**src/rtl/package_settings.sv**
```systemverilog
// ---------------------------------------------------------------------------
// package_settings
// Settings shared by the trapezoidal filter chain and its controllers.
//   SIZE_ADC_DATA : width of ADC samples and of the filter output data.
// ---------------------------------------------------------------------------
package package_settings;

    localparam int SIZE_ADC_DATA = 12;

endpackage : package_settings

```
**src/rtl/v3_filter_ctrl_pkg.sv**
```systemverilog
// ---------------------------------------------------------------------------
// v3_filter_ctrl_parameters
// Types and default settings for the v3 filter run controller.
//   ctrl_state_t           : run-controller FSM states
//   DEF_*                  : default values of the controller parameters
//   CLEAR_CYCLES           : length of the filter clear pulse
//   max_of3()              : helper used to size the shared phase counter
// ---------------------------------------------------------------------------
package v3_filter_ctrl_parameters;

    typedef enum logic [2:0] {
        ST_IDLE   = 3'd0,
        ST_CLEAR  = 3'd1,
        ST_SETTLE = 3'd2,
        ST_ARMED  = 3'd3,
        ST_PEAK   = 3'd4,
        ST_DEAD   = 3'd5
    } ctrl_state_t;

    localparam int DEF_SETTLE_CYCLES = 32;
    localparam int DEF_PEAK_WINDOW   = 16;
    localparam int DEF_DEAD_CYCLES   = 8;
    localparam int DEF_TS_WIDTH      = 32;
    localparam int DEF_CNT_WIDTH     = 8;

    localparam int CLEAR_CYCLES = 2;

    function automatic int max_of3(input int a, input int b, input int c);
        int m;
        m = (a > b) ? a : b;
        return (m > c) ? m : c;
    endfunction

endpackage : v3_filter_ctrl_parameters

```
**src/rtl/v3_filter_ctrl_peak.sv**
```systemverilog
// ---------------------------------------------------------------------------
// v3_filter_ctrl_peak
// Peak search over a fixed window of filter samples. The window is opened by
// i_start (trigger sample) and advanced by i_sample for every following
// sample. o_amp/o_time already include the sample currently on i_data, so
// the caller can issue the event on the same edge as the final compare.
// Ports:
//   i_clk, i_rst_n : clock, asynchronous active-low reset
//   i_start        : load trigger sample, window count = 1
//   i_sample       : compare i_data against the running maximum
//   i_data         : filter output sample
//   i_time         : timestamp of the current sample
//   o_done         : current sample is the last one of the window
//   o_amp, o_time  : window maximum and its timestamp, current sample included
// ---------------------------------------------------------------------------
module v3_filter_ctrl_peak #(
    parameter int DATA_W      = 12,
    parameter int TS_W        = 32,
    parameter int PEAK_WINDOW = 16
) (
    input  logic              i_clk,
    input  logic              i_rst_n,
    input  logic              i_start,
    input  logic              i_sample,
    input  logic [DATA_W-1:0] i_data,
    input  logic [TS_W-1:0]   i_time,
    output logic              o_done,
    output logic [DATA_W-1:0] o_amp,
    output logic [TS_W-1:0]   o_time
);

    localparam int WIN_W = $clog2(PEAK_WINDOW);

    logic [DATA_W-1:0] r_amp;
    logic [TS_W-1:0]   r_time;
    logic [WIN_W-1:0]  r_win_cnt;
    logic              w_new_max;

    // Strict compare: on a tie the earlier sample stays the maximum.
    assign w_new_max = (i_data > r_amp);

    // Running maximum and window position.
    always_ff @(posedge i_clk or negedge i_rst_n) begin
        if (!i_rst_n) begin
            r_amp     <= '0;
            r_time    <= '0;
            r_win_cnt <= '0;
        end else if (i_start) begin
            r_amp     <= i_data;
            r_time    <= i_time;
            r_win_cnt <= WIN_W'(1);
        end else if (i_sample) begin
            if (w_new_max) begin
                r_amp  <= i_data;
                r_time <= i_time;
            end
            r_win_cnt <= r_win_cnt + WIN_W'(1);
        end
    end

    assign o_done = (r_win_cnt == WIN_W'(PEAK_WINDOW - 1));
    assign o_amp  = w_new_max ? i_data : r_amp;
    assign o_time = w_new_max ? i_time : r_time;

endmodule : v3_filter_ctrl_peak

```
**src/rtl/v3_filter_ctrl.sv**
```systemverilog
// ---------------------------------------------------------------------------
// v3_filter_ctrl
// Run controller for the v3 trapezoidal filter: drives the filter reset
// (clear, settle, soft re-clear), triggers on threshold crossings, searches a
// fixed window for the pulse peak and presents amplitude + timestamp on a
// valid/ready output. A dead time follows every window.
// Ports:
//   clk, reset      : clock, asynchronous active-low reset
//   enable          : run request (level)
//   soft_clear      : one-cycle request to re-initialise the filter
//   threshold       : unsigned trigger level
//   filt_data       : filter output sample
//   filt_reset      : active-low reset to the filter
//   ev_valid/ready  : event handshake
//   ev_amp, ev_time : peak amplitude and timestamp of the peak sample
//   busy            : high in CLEAR, SETTLE, PEAK, DEAD
//   drop_cnt        : events lost to backpressure, saturating
// ---------------------------------------------------------------------------
module v3_filter_ctrl
    import v3_filter_ctrl_parameters::*;
#(
    parameter int SIZE_ADC_DATA = package_settings::SIZE_ADC_DATA,
    parameter int SETTLE_CYCLES = DEF_SETTLE_CYCLES,
    parameter int PEAK_WINDOW   = DEF_PEAK_WINDOW,
    parameter int DEAD_CYCLES   = DEF_DEAD_CYCLES,
    parameter int TS_WIDTH      = DEF_TS_WIDTH,
    parameter int CNT_WIDTH     = DEF_CNT_WIDTH
) (
    input  logic                     clk,
    input  logic                     reset,
    input  logic                     enable,
    input  logic                     soft_clear,
    input  logic [SIZE_ADC_DATA-1:0] threshold,
    input  logic [SIZE_ADC_DATA-1:0] filt_data,
    output logic                     filt_reset,
    output logic                     ev_valid,
    input  logic                     ev_ready,
    output logic [SIZE_ADC_DATA-1:0] ev_amp,
    output logic [TS_WIDTH-1:0]      ev_time,
    output logic                     busy,
    output logic [CNT_WIDTH-1:0]     drop_cnt
);

    // One counter serves CLEAR, SETTLE and DEAD, so size it for the longest.
    localparam int PH_W = $clog2(max_of3(CLEAR_CYCLES, SETTLE_CYCLES, DEAD_CYCLES));

    ctrl_state_t              r_state;
    ctrl_state_t              w_state_next;
    logic [PH_W-1:0]          r_phase_cnt;
    logic [PH_W-1:0]          w_phase_cnt_next;
    logic [TS_WIDTH-1:0]      r_ts;

    logic                     w_start;
    logic                     w_sample;
    logic                     w_issue;
    logic                     w_peak_done;
    logic [SIZE_ADC_DATA-1:0] w_peak_amp;
    logic [TS_WIDTH-1:0]      w_peak_time;

    logic                     r_ev_valid;
    logic [SIZE_ADC_DATA-1:0] r_ev_amp;
    logic [TS_WIDTH-1:0]      r_ev_time;
    logic [CNT_WIDTH-1:0]     r_drop_cnt;

    // Free-running timestamp, wraps naturally.
    always_ff @(posedge clk or negedge reset) begin
        if (!reset) begin
            r_ts <= '0;
        end else begin
            r_ts <= r_ts + TS_WIDTH'(1);
        end
    end

    // FSM state and phase counter registers.
    always_ff @(posedge clk or negedge reset) begin
        if (!reset) begin
            r_state     <= ST_IDLE;
            r_phase_cnt <= '0;
        end else begin
            r_state     <= w_state_next;
            r_phase_cnt <= w_phase_cnt_next;
        end
    end

    // Next state. Dropping enable wins over everything, then soft_clear;
    // either one discards an open window simply by never raising w_issue.
    always_comb begin
        w_state_next     = r_state;
        w_phase_cnt_next = r_phase_cnt;
        w_start          = 1'b0;
        w_sample         = 1'b0;
        w_issue          = 1'b0;

        if (!enable) begin
            w_state_next = ST_IDLE;
        end else if (soft_clear && (r_state != ST_IDLE)) begin
            w_state_next     = ST_CLEAR;
            w_phase_cnt_next = '0;
        end else begin
            case (r_state)
                ST_IDLE: begin
                    w_state_next     = ST_CLEAR;
                    w_phase_cnt_next = '0;
                end
                ST_CLEAR: begin
                    if (r_phase_cnt == PH_W'(CLEAR_CYCLES - 1)) begin
                        w_state_next     = ST_SETTLE;
                        w_phase_cnt_next = '0;
                    end else begin
                        w_phase_cnt_next = r_phase_cnt + PH_W'(1);
                    end
                end
                ST_SETTLE: begin
                    if (r_phase_cnt == PH_W'(SETTLE_CYCLES - 1)) begin
                        w_state_next     = ST_ARMED;
                        w_phase_cnt_next = '0;
                    end else begin
                        w_phase_cnt_next = r_phase_cnt + PH_W'(1);
                    end
                end
                ST_ARMED: begin
                    if (filt_data > threshold) begin
                        w_start      = 1'b1;
                        w_state_next = ST_PEAK;
                    end
                end
                ST_PEAK: begin
                    w_sample = 1'b1;
                    if (w_peak_done) begin
                        w_issue          = 1'b1;
                        w_state_next     = ST_DEAD;
                        w_phase_cnt_next = '0;
                    end
                end
                ST_DEAD: begin
                    if (r_phase_cnt == PH_W'(DEAD_CYCLES - 1)) begin
                        w_state_next     = ST_ARMED;
                        w_phase_cnt_next = '0;
                    end else begin
                        w_phase_cnt_next = r_phase_cnt + PH_W'(1);
                    end
                end
                default: begin
                    w_state_next     = ST_IDLE;
                    w_phase_cnt_next = '0;
                end
            endcase
        end
    end

    v3_filter_ctrl_peak #(
        .DATA_W      (SIZE_ADC_DATA),
        .TS_W        (TS_WIDTH),
        .PEAK_WINDOW (PEAK_WINDOW)
    ) u_peak (
        .i_clk    (clk),
        .i_rst_n  (reset),
        .i_start  (w_start),
        .i_sample (w_sample),
        .i_data   (filt_data),
        .i_time   (r_ts),
        .o_done   (w_peak_done),
        .o_amp    (w_peak_amp),
        .o_time   (w_peak_time)
    );

    // Output register runs independently of the FSM, so a pending event
    // survives enable going low and soft clears.
    always_ff @(posedge clk or negedge reset) begin
        if (!reset) begin
            r_ev_valid <= 1'b0;
            r_ev_amp   <= '0;
            r_ev_time  <= '0;
            r_drop_cnt <= '0;
        end else if (w_issue) begin
            if (!r_ev_valid || ev_ready) begin
                r_ev_valid <= 1'b1;
                r_ev_amp   <= w_peak_amp;
                r_ev_time  <= w_peak_time;
            end else if (r_drop_cnt != {CNT_WIDTH{1'b1}}) begin
                r_drop_cnt <= r_drop_cnt + CNT_WIDTH'(1);
            end
        end else if (r_ev_valid && ev_ready) begin
            r_ev_valid <= 1'b0;
        end
    end

    assign filt_reset = (r_state == ST_SETTLE) || (r_state == ST_ARMED) ||
                        (r_state == ST_PEAK)   || (r_state == ST_DEAD);
    assign busy       = (r_state == ST_CLEAR)  || (r_state == ST_SETTLE) ||
                        (r_state == ST_PEAK)   || (r_state == ST_DEAD);
    assign ev_valid   = r_ev_valid;
    assign ev_amp     = r_ev_amp;
    assign ev_time    = r_ev_time;
    assign drop_cnt   = r_drop_cnt;

endmodule : v3_filter_ctrl
```
**config.mk**
```make
export PLATFORM = sky130hd
export DESIGN_NAME = v3_filter_ctrl
export DESIGN_NICKNAME = d
export VERILOG_FILES = /design/src/rtl/package_settings.sv /design/src/rtl/v3_filter_ctrl_pkg.sv /design/src/rtl/v3_filter_ctrl_peak.sv /design/src/rtl/v3_filter_ctrl.sv
export SDC_FILE = /design/constraint.sdc
export NUM_CORES = 1
export LEC_CHECK = 0
export ABC_AREA = 0
export CORE_MARGIN = 4
export CORE_UTILIZATION = 23
export DETAILED_ROUTE_END_ITERATION = 10
export PLACE_DENSITY_LB_ADDON = 0.12
export SYNTH_ARGS = -nofsm -noshare
export SYNTH_HDL_FRONTEND = slang
export SYNTH_HIERARCHICAL = 1
export SYNTH_SLANG_ARGS = --single-unit
```
**constraint.sdc**
```tcl
create_clock -name clk -period 7.3 [get_ports clk]
set_input_delay 1.46 -clock clk [delete_from_list [all_inputs] [get_ports clk]]
set_output_delay 1.46 -clock clk [all_outputs]
set_load 0.01 [all_outputs]
```
Word-level counts from Yosys, hierarchy flattened
Index checks and enable logic that the tools add are counted.
{ "word_totals": {"reg_bits": 141, "in_bits": 29, "out_inout_bits": 55} }
{ "classes": {"mux": 36, "n_reduce_logical": 19, "bitwise": 1, "order_cmp": 2, "n_eq_ne": 18, "n_addsub": 4} }
{ "op_table": {"columns": ["operator", "count"], "rows": [
  ["32-bit two-way mux", 3],
  ["12-bit two-way mux", 3],
  ["32-bit by 1-bit adder with 32-bit output (second input constant)", 1],
  ["5-bit two-way mux", 5],
  ["5-bit case mux with 5 select lines", 1],
  ["12-bit > comparator", 2],
  ["3-bit two-way mux", 7],
  ["3-bit case mux with 6 select lines", 1],
  ["4-bit != test (second input constant)", 4],
  ["1-bit two-way mux", 14],
  ["8-bit by 1-bit adder with 8-bit output (second input constant)", 1],
  ["4-bit two-way mux", 2],
  ["8-bit != test (second input constant)", 1],
  ["1-bit logical OR", 7],
  ["3-bit by 2-bit == test with 1-bit output (second input constant)", 2],
  ["3-bit == test (second input constant)", 2],
  ["3-bit AND reduction", 2],
  ["5-bit by 1-bit adder with 5-bit output (second input constant)", 1],
  ["5-bit by 1-bit == test with 1-bit output (second input constant)", 1],
  ["5-bit by 3-bit == test with 1-bit output (second input constant)", 1],
  ["5-bit == test (second input constant)", 1],
  ["5-bit AND reduction", 1],
  ["4-bit by 1-bit adder with 4-bit output (second input constant)", 1],
  ["4-bit == test (second input constant)", 1],
  ["12 further kinds", 15]
]} }

Longest topological paths before layout
{ "logic_depth": {"depth_word": 7, "mapped_depth": 13, "mapped_depth_nobuf": 10} }

Cells and area by module
The synthesis kept the hierarchy.
{ "modules_own_cells": {"columns": ["module", "area_each_um2", "cells_each", "n_inst"], "rows": [
  ["v3_filter_ctrl", 4312.9, 360, 1],
  ["v3_filter_ctrl_peak", 3373.2, 309, 1]
]} }

Least setup slack after synthesis
No wires, ideal clock.
{ "synth_path": {"kind": "in2reg", "start": "input threshold[1]", "end": "register u_peak.r_time[31]", "cell_stages": 13, "setup_slack_ns": 3.529, "setup_ns": 0.126, "required_time_ns": 7.174, "n_path_buf": 3, "t_arrival_ns": 3.645, "cell_sequence": "inv_1 -> ha_1 -> nor2b_1 -> o211ai_1 -> a211o_1 -> a31oi_1 -> and2_1 -> buf_2 -> buf_2 -> clkbuf_1 -> nor2_1 -> a22o_1 -> a221o_1"} }
{ "synth_via": {"elab_chain_cells": 6, "word_cells_on_any_way": 7, "classes_between": "order compare (1); mux (5); reduce/logical (1)"} }
{ "synth_rtl": {"columns": ["element", "line_no", "rtl"], "rows": [
  ["start: declaration", "v3_filter_ctrl.sv:33", "input logic [SIZE_ADC_DATA-1:0] threshold,"],
  ["12-bit > comparator *", "v3_filter_ctrl.sv:122", "if (filt_data > threshold) begin"],
  ["1-bit two-way mux *", "v3_filter_ctrl.sv:122", null],
  ["1-bit two-way mux *", "v3_filter_ctrl.sv:100", "case (r_state)"],
  ["1-bit two-way mux *", "v3_filter_ctrl.sv:96", "end else if (soft_clear && (r_state != ST_IDLE)) begin"],
  ["1-bit two-way mux *", "v3_filter_ctrl.sv:94", "if (!enable) begin"],
  ["named net w_start", "v3_filter_ctrl.sv:53", "logic w_start;"],
  ["32-bit two-way mux or 2-bit nonzero test (tied branches)", null, null],
  ["end signal: assignment", "v3_filter_ctrl_peak.sv:50", "r_time <= i_time;"],
  ["end signal: assignment", "v3_filter_ctrl_peak.sv:55", "r_time <= i_time;"],
  ["end: declaration", "v3_filter_ctrl_peak.sv:35", "logic [TS_W-1:0] r_time;"]
]} }
The timed path passes the listed nets; every way through them passes the cells marked *.
A chain may end at the register's enable or synchronous reset.

Worst setup path after layout
{ "layout_path": {"start": "input filt_data[11]", "end": "register u_peak.r_time[10]"} }
{ "layout_via": {"elab_chain_cells": 6, "word_cells_on_any_way": 10, "classes_between": "order compare (2); mux (7); reduce/logical (1)"} }
{ "layout_rtl": {"columns": ["element", "line_no", "rtl"], "rows": [
  ["start: declaration", "v3_filter_ctrl.sv:34", "input logic [SIZE_ADC_DATA-1:0] filt_data,"],
  ["12-bit > comparator *", "v3_filter_ctrl.sv:122", null],
  ["1-bit two-way mux *", "v3_filter_ctrl.sv:122", null],
  ["1-bit two-way mux *", "v3_filter_ctrl.sv:100", null],
  ["1-bit two-way mux *", "v3_filter_ctrl.sv:96", null],
  ["1-bit two-way mux *", "v3_filter_ctrl.sv:94", null],
  ["named net w_start", "v3_filter_ctrl.sv:53", null],
  ["32-bit two-way mux or 2-bit nonzero test (tied branches)", null, null]
]} }
The timed path passes the listed nets; every way through them passes the cells marked *. The select of a mux whose other input is x is not followed.

==> out/results.txt <==
Total power - 0.00178 W
Hold wc startpoint - drop_cnt[7]
Clock Sinks - 141
Critical path class - in -> reg
Final Setup Violations - 0
Fin nets - 800
Die X - 191 um
WP data arrival - 5.00 ns
CTS tree - built
Internal power - 0.00130 W
Area grow syn2layout - 23.1%
CP endpoint kind - flip-flop
R2R Path End - ev_time[3]
Buffers and inverters on the worst path - 2
Die Ht - 191 um
Dominant synthesized flop cell - dfrtp_1
Gates resized, CTS repair - 0
HP Class - reg -> reg
GP Congestion - 0.742
Row cnt - 66
Bufs on Longest Clock Path - 2
Initial antenna violation count - 0
Total iterations of the first detailed-routing run - 5
Logic gate share of total power - 0.077
Worst-path clk slew - 0.07 ns
CTS Buf Count - 17
Number of global-route vias before repair - 5,656
Yosys reg bits - 141
Required time of the critical path - 7.60 ns
Most common cell after layout, fill and taps aside - dfrtp_1
GR Util All Layers - 0.110
Seq/Total Area, Yosys - 0.459
Port bufs - 83
Fin crit period - 4.70 ns
Boundary pin count - 84
Worst path depth - 10
Sequential Power Share - 0.458
H-tree depth - 4
Slowest CP cell - buf_4
Syn nets - 729
Mapped Area - 7690 um^2
Worst-margin pin slew - 1.12 ns
CP max FO - 65
Largest net degree at the start of global routing - 74
Peak supply drop - 0.147 mV
DRC Markers - 0
Cell variety after synth - 52
Mapped Cells - 669
Die area - 36,400 um^2
Later-pin clock latency in the skew report - 0.42 ns
RR Startpoint - u_peak/r_amp[1]
Vias - 5,469
Mean Syn Cell Area - 11.5 um^2
Warnings, synthesis - 6
Hold endpoint - drop_cnt[7]
Iteration-0 DRC count of the detailed router - 252
Slowest stage delay, CP - 0.66 ns
R2R setup slack - 3.95 ns
Hold path depth - 1
Critical Path Source - filt_data[11]
Status - complete, no violations
Root Buffer - clkbuf_16
Leakage - 4.34 nW
Maximum clock frequency - 213 MHz
Core area - 32,800 um^2
Setup Total Neg Slack - 0 ns
Critical path's top delay family - buffers and inverters
Hpwl dp - 12,500 um
Final hold violations - 0
CP Launch Type - primary input
Clock Power Share - 0.466
Via density - 4.58
Max_slew headroom - 0.251
Unrepaired setup endpoints after global routing - no
Most frequent cells in the layout - dfrtp_1 (141), mux2_2 (89), clkdlybuf4s50_1 (82)
Post-route antenna net violation count - 0
Clock skew - 0.0115 ns
Crit-path cells - clkdlybuf4s50_1 > ha_1 > nand4_1 > a211o_1 > a31oi_1 > and2_2 > buf_4 > nor2b_1 > a22o_1 > a221o_2
Psw - 0.000477 W
Postcts setup bufs - 0
Async SR Flop Fraction - 1.00
CTS Hold Bufs - 0
Layout fillers - 3,406
Worst hold margin - 0.500 ns
Power per cell area - 188 nW/um^2
Share of cells above drive strength 1 - 0.191
Sw Ratio - 0.268
Max-Cap Viols - 0
DR WL/cell - 16.2 um
First-pass GRT wire length - 32,100 um
Post-synth EDFFs - 0
Number of antenna diodes - 0
Fin. max-slew vios - 0
Grt ovf - 0
Post-Route WL - 19,400 um
Fin crit share - 0.644
Worst r2r path cells - 9
Initial Util - 0.234
cells by family after synthesis:
group	synth area share
xor gates and xnor gates	0.0467
buffers and inverters	0.0441
and+or+nand+nor	0.123
AOI/OAI and AO/OA	0.145
DFF	0.459
muxes	0.132
adders and majority gates	0.0505
power by group through the flow:
stage	Clock (W)	Sequential (W)	Combinational, W
detailed placement	0	0.000829	0.000140
finish	0.000828	0.000814	0.000136
CTS	0.000865	0.000814	0.000140
floorplan	0	0.000819	0.0000826
global placement	0	0.000828	0.000138
global route	0.000892	0.000817	0.000158
routing by layer:
layer / up-vias / wire length (um) / share of wire / track usage
li1: 2617 / - / - / -
met1: 2753 / 9320 / 0.48 / 0.149
met2: 90 / 9350 / 0.48 / 0.183
met3: 9 / 597 / 0.031 / 0.0205
met4: 0 / 150 / 0.0077 / 0.0265
met5: - / 0 / 0 / 0
registers in the layout, summed over array words and instances (netlist names):
name              cells
ev_time              32
u_peak/r_time        32
r_ts                 32
r_state               3
u_peak/r_amp         12
drop_cnt              8
ev_amp               12
r_phase_cnt           5
ev_valid              1
u_peak/r_win_cnt      4
Yosys cell counts, drive strengths merged, types with 4 or more instances:
master  count  area, um^2
nand3      21         105
dfrtp     141        3530
or3         4        30.0
ha         31         388
xnor2      30         263
nor2       30         118
xor2       11        96.3
a21o        4        30.0
o21ai       6        30.0
a21oi      12        60.1
nand2      27         101
inv        29         109
buf        22         170
a22o       44         385
and3       10        62.6
nand4      18         134
a221o      44         445
a31oi       4        25.0
clkbuf     15        56.3
nand2b      6        37.5
mux2       89        1000
nor2b      40         250
nor3        6        41.3
how the worst max path moves through the flow:
| stage | end | slack [ns] |
|---|---|---|
| floorplan | u_peak/r_time[31] | 3.53 |
| global placement | u_peak/r_time[10] | 2.21 |
| detailed placement | u_peak/r_time[10] | 2.17 |
| CTS | u_peak/r_time[10] | 2.61 |
| global route | u_peak/r_time[3] | 2.37 |
| finish | u_peak/r_time[10] | 2.60 |
through the flow:
step	worst slack, ns	instances	utilization	area (um^2)
floorplan	3.53	669	-	7690
global placement	2.21	1163	0.272	8910
detailed placement	2.17	1163	0.272	8910
CTS	2.61	1195	0.289	9470
global route	2.37	1195	0.289	9470
finish	2.60	1195	0.289	9470
layout make-up:
class | count | area [um^2] | share of cell area
well taps | 442 | 553 | 0.0584
clock buffers | 17 | 425 | 0.0449
clock inverters | 15 | 129 | 0.0136
flip-flops and latches | 141 | 3530 | 0.373
repair buffers | 89 | 890 | 0.0940
inverters | 30 | 113 | 0.0119
multi-input cells | 461 | 3830 | 0.404
No activity file was read; power rests on OpenSTA's default activity.
